## config.mk

```make
export PLATFORM = sky130hd
export DESIGN_NAME = g2_run_ctrl_flat
export DESIGN_NICKNAME = d
export VERILOG_FILES = /design/src/rtl/g2_run_ctrl_if.sv /design/src/rtl/g2_run_ctrl.sv /design/src/flat_wrapper.sv
export SDC_FILE = /design/constraint.sdc
export NUM_CORES = 1
export LEC_CHECK = 0
export BUFFER_PORTS_ARGS = -buffer_cell sky130_fd_sc_hd__buf_2
export CAP_MARGIN = 20
export CORE_MARGIN = 10
export CORE_UTILIZATION = 40
export CTS_BUF_LIST = sky130_fd_sc_hd__clkbuf_16
export CTS_CLUSTER_DIAMETER = 150
export DETAILED_ROUTE_END_ITERATION = 12
export GPL_TIMING_DRIVEN = 0
export PLACE_DENSITY = 0.66
export SLEW_MARGIN = 20
export SYNTH_ARGS = -nofsm -noshare
export SYNTH_HDL_FRONTEND = slang
export SYNTH_SLANG_ARGS = --single-unit
```

## constraint.sdc

```tcl
create_clock -name clk -period 10 [get_ports clk]
set_input_delay 2 -clock clk [delete_from_list [all_inputs] [get_ports clk]]
set_output_delay 2 -clock clk [all_outputs]
set_load 0.05 [all_outputs]
```

## src/rtl/g2_run_ctrl_if.sv

```systemverilog
// Valid/ready handshake bundle between the sources, the g2 core and the host.
// The run controller only gates these lines; no data passes through it.
interface g2_run_ctrl_if;
    logic a1_src_v;
    logic a1_src_r;
    logic a1_v;
    logic a1_r;
    logic a2_src_v;
    logic a2_src_r;
    logic a2_v;
    logic a2_r;
    logic g2_v;
    logic g2_r;
    logic host_v;
    logic host_r;
    logic host_last;

    // Controller side
    modport slave (
        input  a1_src_v, a1_r, a2_src_v, a2_r, g2_v, host_r,
        output a1_src_r, a1_v, a2_src_r, a2_v, g2_r, host_v, host_last
    );

    // Sources / core / host side
    modport master (
        output a1_src_v, a1_r, a2_src_v, a2_r, g2_v, host_r,
        input  a1_src_r, a1_v, a2_src_r, a2_v, g2_r, host_v, host_last
    );
endinterface

```

## src/rtl/g2_run_ctrl.sv

```systemverilog
// Run sequencer for the g2 histogram core: clear, acquire a fixed number of a1 events,
// drain the pipeline, then stream the histogram to the host with a last-word marker.
module g2_run_ctrl #(
    parameter int unsigned CntBit   = 32,
    parameter int unsigned ClrCyc   = 2048,
    parameter int unsigned DrainCyc = 16,
    parameter int unsigned G2Words  = 2048
) (
    input  logic              clk,
    input  logic              rst,
    input  logic              start_i,
    input  logic              abort_i,
    input  logic [CntBit-1:0] cfg_events_i,
    g2_run_ctrl_if.slave      bus,
    output logic              core_rst_o,
    output logic              busy_o,
    output logic              done_o,
    output logic              aborted_o
);

    localparam int unsigned MaxCyc = (ClrCyc > DrainCyc) ? ClrCyc : DrainCyc;
    localparam int unsigned TmrW   = $clog2(MaxCyc + 1);
    localparam int unsigned RdW    = $clog2(G2Words);

    localparam logic [TmrW-1:0] ClrLast   = TmrW'(ClrCyc - 1);
    localparam logic [TmrW-1:0] DrainLast = TmrW'(DrainCyc - 1);
    localparam logic [RdW-1:0]  RdLast    = RdW'(G2Words - 1);

    typedef enum logic [2:0] {
        StIdle,
        StClear,
        StAcq,
        StDrain,
        StRead,
        StDone
    } state_e;

    state_e            state_q, state_d;
    logic [TmrW-1:0]   timer_q, timer_d;
    logic [CntBit-1:0] ev_cnt_q, ev_cnt_d;
    logic [CntBit-1:0] ev_target_q, ev_target_d;
    logic [RdW-1:0]    rd_cnt_q, rd_cnt_d;
    logic              core_rst_q, core_rst_d;
    logic              aborted_q, aborted_d;

    logic gate;
    logic rd_en;
    logic a1_hs;
    logic host_hs;

    // Both event streams share one gate so they open and close on the same cycle
    assign gate    = (state_q == StAcq) && (ev_cnt_q != ev_target_q);
    assign rd_en   = (state_q == StRead);
    assign a1_hs   = bus.a1_src_v & bus.a1_r & gate;
    assign host_hs = bus.g2_v & bus.host_r & rd_en;

    assign bus.a1_src_r  = bus.a1_r & gate;
    assign bus.a1_v      = bus.a1_src_v & gate;
    assign bus.a2_src_r  = bus.a2_r & gate;
    assign bus.a2_v      = bus.a2_src_v & gate;
    assign bus.g2_r      = bus.host_r & rd_en;
    assign bus.host_v    = bus.g2_v & rd_en;
    assign bus.host_last = bus.g2_v & rd_en & (rd_cnt_q == RdLast);

    assign core_rst_o = core_rst_q;
    assign busy_o     = (state_q != StIdle);
    assign done_o     = (state_q == StDone);
    assign aborted_o  = aborted_q;

    always_comb begin
        state_d     = state_q;
        timer_d     = timer_q;
        ev_cnt_d    = ev_cnt_q;
        ev_target_d = ev_target_q;
        rd_cnt_d    = rd_cnt_q;
        core_rst_d  = 1'b0;
        aborted_d   = 1'b0;

        unique case (state_q)
            StIdle: begin
                if (start_i && !abort_i) begin
                    ev_target_d = cfg_events_i;
                    ev_cnt_d    = '0;
                    timer_d     = '0;
                    rd_cnt_d    = '0;
                    core_rst_d  = 1'b1;
                    state_d     = StClear;
                end
            end
            StClear: begin
                if (timer_q == ClrLast) begin
                    timer_d = '0;
                    state_d = StAcq;
                end else begin
                    timer_d    = timer_q + 1'b1;
                    core_rst_d = 1'b1;
                end
            end
            StAcq: begin
                if (a1_hs) ev_cnt_d = ev_cnt_q + 1'b1;
                // Leaves after the final handshake, or at once for a zero target
                if (ev_cnt_d == ev_target_q) state_d = StDrain;
            end
            StDrain: begin
                if (timer_q == DrainLast) begin
                    timer_d = '0;
                    state_d = StRead;
                end else begin
                    timer_d = timer_q + 1'b1;
                end
            end
            StRead: begin
                if (host_hs) begin
                    if (rd_cnt_q == RdLast) begin
                        rd_cnt_d = '0;
                        state_d  = StDone;
                    end else begin
                        rd_cnt_d = rd_cnt_q + 1'b1;
                    end
                end
            end
            StDone: state_d = StIdle;
            default: state_d = StIdle;
        endcase

        if (abort_i && (state_q != StIdle)) begin
            state_d     = StIdle;
            timer_d     = '0;
            ev_cnt_d    = '0;
            ev_target_d = '0;
            rd_cnt_d    = '0;
            core_rst_d  = 1'b0;
            aborted_d   = 1'b1;
        end
    end

    always_ff @(posedge clk or posedge rst) begin
        if (rst) begin
            state_q     <= StIdle;
            timer_q     <= '0;
            ev_cnt_q    <= '0;
            ev_target_q <= '0;
            rd_cnt_q    <= '0;
            core_rst_q  <= 1'b0;
            aborted_q   <= 1'b0;
        end else begin
            state_q     <= state_d;
            timer_q     <= timer_d;
            ev_cnt_q    <= ev_cnt_d;
            ev_target_q <= ev_target_d;
            rd_cnt_q    <= rd_cnt_d;
            core_rst_q  <= core_rst_d;
            aborted_q   <= aborted_d;
        end
    end

endmodule

```

## src/flat_wrapper.sv

```systemverilog
// flat-port wrapper written by rule: the top's interface ports become plain ports
module g2_run_ctrl_flat 
#(
    parameter int unsigned CntBit   = 32,
    parameter int unsigned ClrCyc   = 2048,
    parameter int unsigned DrainCyc = 16,
    parameter int unsigned G2Words  = 2048
)
  (clk, rst, start_i, abort_i, cfg_events_i, core_rst_o, busy_o, done_o, aborted_o, bus_a1_src_v, bus_a1_r, bus_a2_src_v, bus_a2_r, bus_g2_v, bus_host_r, bus_a1_src_r, bus_a1_v, bus_a2_src_r, bus_a2_v, bus_g2_r, bus_host_v, bus_host_last);
  g2_run_ctrl_if bus_i ();
  input  logic clk;
  input  logic rst;
  input  logic start_i;
  input  logic abort_i;
  input  logic [CntBit-1:0] cfg_events_i;
  output logic core_rst_o;
  output logic busy_o;
  output logic done_o;
  output logic aborted_o;
  input wire logic [$bits(bus_i.a1_src_v)-1:0] bus_a1_src_v;
  input wire logic [$bits(bus_i.a1_r)-1:0] bus_a1_r;
  input wire logic [$bits(bus_i.a2_src_v)-1:0] bus_a2_src_v;
  input wire logic [$bits(bus_i.a2_r)-1:0] bus_a2_r;
  input wire logic [$bits(bus_i.g2_v)-1:0] bus_g2_v;
  input wire logic [$bits(bus_i.host_r)-1:0] bus_host_r;
  output wire logic [$bits(bus_i.a1_src_r)-1:0] bus_a1_src_r;
  output wire logic [$bits(bus_i.a1_v)-1:0] bus_a1_v;
  output wire logic [$bits(bus_i.a2_src_r)-1:0] bus_a2_src_r;
  output wire logic [$bits(bus_i.a2_v)-1:0] bus_a2_v;
  output wire logic [$bits(bus_i.g2_r)-1:0] bus_g2_r;
  output wire logic [$bits(bus_i.host_v)-1:0] bus_host_v;
  output wire logic [$bits(bus_i.host_last)-1:0] bus_host_last;
  assign bus_i.a1_src_v = bus_a1_src_v;
  assign bus_i.a1_r = bus_a1_r;
  assign bus_i.a2_src_v = bus_a2_src_v;
  assign bus_i.a2_r = bus_a2_r;
  assign bus_i.g2_v = bus_g2_v;
  assign bus_i.host_r = bus_host_r;
  assign bus_a1_src_r = bus_i.a1_src_r;
  assign bus_a1_v = bus_i.a1_v;
  assign bus_a2_src_r = bus_i.a2_src_r;
  assign bus_a2_v = bus_i.a2_v;
  assign bus_g2_r = bus_i.g2_r;
  assign bus_host_v = bus_i.host_v;
  assign bus_host_last = bus_i.host_last;
  g2_run_ctrl #(.CntBit(CntBit), .ClrCyc(ClrCyc), .DrainCyc(DrainCyc), .G2Words(G2Words)) u_core (.clk(clk), .rst(rst), .start_i(start_i), .abort_i(abort_i), .cfg_events_i(cfg_events_i), .bus(bus_i), .core_rst_o(core_rst_o), .busy_o(busy_o), .done_o(done_o), .aborted_o(aborted_o));
endmodule
```

==> results by group <==
Placement
  • PortBufs: 52
  • Post-DP HPWL: 14,600 microns
  • GPL Wtd Cong: a little under 1
  • Inst Count DP: 903
  • Worst slack, placed: 5080 ps

Synthesis
  • Commonest cells post-synth: dfrtp_1 (92), o21ai_0 (78), nand2_1 (58)
  • Post-synthesis cell type count: a little over 80
  • Syn_area_per_cell: just under 9 sq um
  • Synth Warn #: 0
  • Synth top area share: roughly two fifths
  • Seq/Total Area, Yosys: roughly two fifths
  • Synth area leader: dfrtp_1
  • Seq cells post-synth: approximately 90
  • Syn nets: between 700 and 800
  • Synthesized netlist cell count: approximately 670
  • Post-synth EDFFs: 0
  • Synth Cell Area: 5950 sq um
  • Dominant synthesized flop cell: dfrtp_1
  • Asr flop ratio synth: 100%
  • Synth area leaders: dfrtp_1 (39%), o21ai_0 (6.6%), a22o_1 (5.2%)
  • Most common cell in the netlist: dfrtp_1

Cells and area
  • Final net count: a little under 800
  • Fraction of layout cells with a size suffix above 1: roughly 16%
  • # diodes: 0
  • Final std cells w/o fill: roughly 900
  • Area grow syn2layout: 13.1%

Power and ir drop
  • Overall power: roughly 1.5 mW
  • Comb power frac: 44.0%
  • Pwr per Cell Area: 218 nW/um^2
  • Clock share of power: between 20% and 30%
  • Internal power: roughly 840 uW
  • Power share of the sequential group: between 30% and 40%
  • Psw: ~630 uW
  • Leakage power: between 3 and 4 nW
  • Net Sw Frac: between 40% and 50%
  • Peak supply drop: about 0.13 mV

Floorplan
  • Site row count: between 40 and 50
  • Core box area: roughly 15,000 sq um
  • Die height: around 140 microns
  • Initial Util: around two fifths
  • Die area: roughly 20,000 sq um
  • I/O pin cnt: 53
  • DIE WIDTH: between 100 and 150 microns

Detailed routing
  • Detailed-route via count: roughly 5,800
  • Vias per std cell: approximately 6.3
  • Final ANT Viol Nets: 0
  • WL final: between 15,000 and 20,000 microns
  • DR iter-0 viols: roughly 500
  • Routed WL per cell: 20.8 microns
  • Drt drc: 0
  • DRT Pass-1 Iters: 5

GRT
  • Number of global-route vias before repair: 5,572
  • Remaining global-route overflow: 0
  • Pin count of the biggest net entering global routing: slightly below 50
  • Global-route wire length before repair: between 30,000 and 40,000 microns
  • Initial antenna violation count: 0
  • GR Util All Layers: a little under a fifth

Timing
  • Worst hold slack: between 400 and 500 ps
  • Tmin final: a little under 5000 ps
  • Slew of the pin with the lowest slew margin: about 780 ps
  • Final hold vios: 0
  • Setup TNS: 0 ps
  • Final setup viols: 0
  • Tcrit/Tclk final: between 40% and 50%
  • F_max: roughly 210 MHz
  • Final Max Tran Viols: 0
  • Final worst slack: slightly above 5000 ps
  • Max-Slew Margin vs Limit: about 48%
  • Skew final: between 10 and 15 ps
  • RSZ-0062 raised after global routing: false

Clocking
  • Post-CTS sizing: 0
  • CTS sink cnt: ~90
  • TritonCTS clock tree: built
  • Clk pin slew, worst setup/hold paths: around 60 ps
  • Clock Tree Buf Depth: 2
  • Root Driver: clkbuf_16
  • Hold Buf Count CTS: 0
  • TritonCTS Buffers: 9
  • H-tree lvl count: 3
  • Setup Fix Bufs, Post-CTS: 0
  • Clk Latency, worst-skew pair: approximately 350 ps

Setup path
  • Critical path arrival: between 2000 and 3000 ps
  • CP endpoint kind: primary output
  • WP data required: around 8000 ps
  • Critical path class: reg2out
  • Worst-path maximum fanout: 10
  • Startpoint Class: flop

Status
  • Status: completed

Min path
  • Hold Path Class: reg2reg

Job
  • Max cap viols: 0
==> path summary, 6_finish.rpt <==
path | startpoint | end | slack (ps) | cells past startpoint
worst max-delay path | u_core.ev_cnt_q[11]$_DFFE_PP0P_ | bus_a2_src_r | 5150 | 8
worst min-delay path | u_core.rd_cnt_q[4]$_DFFE_PP0P_ | u_core.rd_cnt_q[4]$_DFFE_PP0P_ | 500 | 1
worst max register to register | u_core.ev_cnt_q[0]$_DFFE_PP0P_ | u_core.state_q[0]$_DFFE_PP0P_ | 5570 | 9
worst min register to register | u_core.rd_cnt_q[4]$_DFFE_PP0P_ | u_core.rd_cnt_q[4]$_DFFE_PP0P_ | 500 | 1
max in group asynchronous | rst | u_core.ev_target_q[9]$_DFFE_PP0P_ | 7770 | 3
min in group asynchronous | rst | u_core.rd_cnt_q[6]$_DFFE_PP0P_ | 1660 | 2
==> power by group through the flow <==
stage                     registers (mW)  clock network, mW  logic (mW)
after floorplan                    0.507                  0       0.449
after detailed placement           0.525                  0       0.636
after global routing               0.527              0.322       0.698
final                              0.520              0.304       0.647
after CTS                          0.520              0.309       0.638
after global placement             0.523                  0       0.625
==> final cells by class <==
| cell class | count | area [sq um] |
|---|---|---|
| Buffer | 40 | 179 |
| Clock buffer | 9 | 225 |
| Clock inverter | 6 | 27.5 |
| Fill cell | 1430 | 7800 |
| Inverter | 8 | 35.0 |
| Multi-Input combinational cell | 526 | 3450 |
| Sequential cell | 92 | 2300 |
| Tap cell | 184 | 230 |
| Timing Repair Buffer | 53 | 288 |
==> registers in the layout, summed over array words and instances, names as in the netlist <==
name                flops
u_core.aborted_o        1
u_core.core_rst_o       1
u_core.ev_cnt_q        32
u_core.ev_target_q     32
u_core.rd_cnt_q        11
u_core.state_q          3
u_core.timer_q         12
==> cell usage in the layout, fill, tap and decap left out, drive strengths merged, types with 2 or more instances in the layout <==
| master | synthesis | final |
|---|---|---|
| dfrtp | 92 | 92 |
| o21ai | 79 | 79 |
| buf | 13 | 66 |
| nand2 | 58 | 58 |
| nor2 | 41 | 41 |
| xor2 | 39 | 39 |
| clkbuf | 27 | 36 |
| a22o | 35 | 35 |
| and3 | 34 | 34 |
| a21oi | 28 | 28 |
| nand3 | 25 | 25 |
| nor4 | 22 | 22 |
| a31oi | 13 | 13 |
| nand4 | 13 | 13 |
| nor3 | 12 | 12 |
| inv | 8 | 12 |
| o31ai | 11 | 11 |
| xnor2 | 11 | 11 |
| and4 | 10 | 10 |
| a211oi | 8 | 8 |
| or2 | 7 | 7 |
| o41ai | 7 | 7 |
| and2 | 7 | 7 |
| o22ai | 6 | 6 |
| nand3b | 5 | 5 |
| nand2b | 5 | 5 |
| nor4b | 5 | 5 |
| o21a | 3 | 3 |
| a22oi | 3 | 3 |
| mux2i | 3 | 3 |
| ha | 3 | 3 |
| nand4b | 2 | 2 |
| and4bb | 2 | 2 |
| nor3b | 2 | 2 |
| or4b | 2 | 2 |
| a211o | 2 | 2 |
==> metal layers <==
metal | wire length, microns | global-route usage (%) | vias to the layer above | part of all wire [%]
li1 | - | - | 2639 | -
met1 | 8210 | 24.6 | 2859 | 43
met2 | 9040 | 29.7 | 234 | 47
met5 | 0 | 0 | - | 0
met3 | 1270 | 3.60 | 35 | 6.7
met4 | 527 | 7.10 | 0 | 2.8
==> kinds of logic (layout without fill, tap and decap cells) <==
kind of cell / after synthesis / count (layout) / synth area share [%]
fa+ha+maj: 3 / 3 / 0.631
compound gates: 212 / 212 / 23.7
simple gates: 257 / 257 / 24.9
mux: 4 / 4 / 0.694
flops: 92 / 92 / 38.7
buf+inv: 48 / 116 / 3.51
xor+xnor: 50 / 50 / 7.86
==> through the flow <==
stage | cell area [sq um] | util, %
finish | 6730 | 46.3
global route | 6730 | 46.3
global placement | 6440 | 44.3
detailed placement | 6480 | 44.6
CTS | 6730 | 46.3
floorplan | 5950 | -
==> worst max-delay path: stages (launching register included) <==
cell,delay [ps]
dfrtp_1,430
xor2_1,610
nor4_1,110
and4_1,230
clkbuf_1,170
nand2_1,130
clkbuf_1,330
and3_1,220
buf_2,260
No activity file was read; power rests on OpenSTA's default activity.
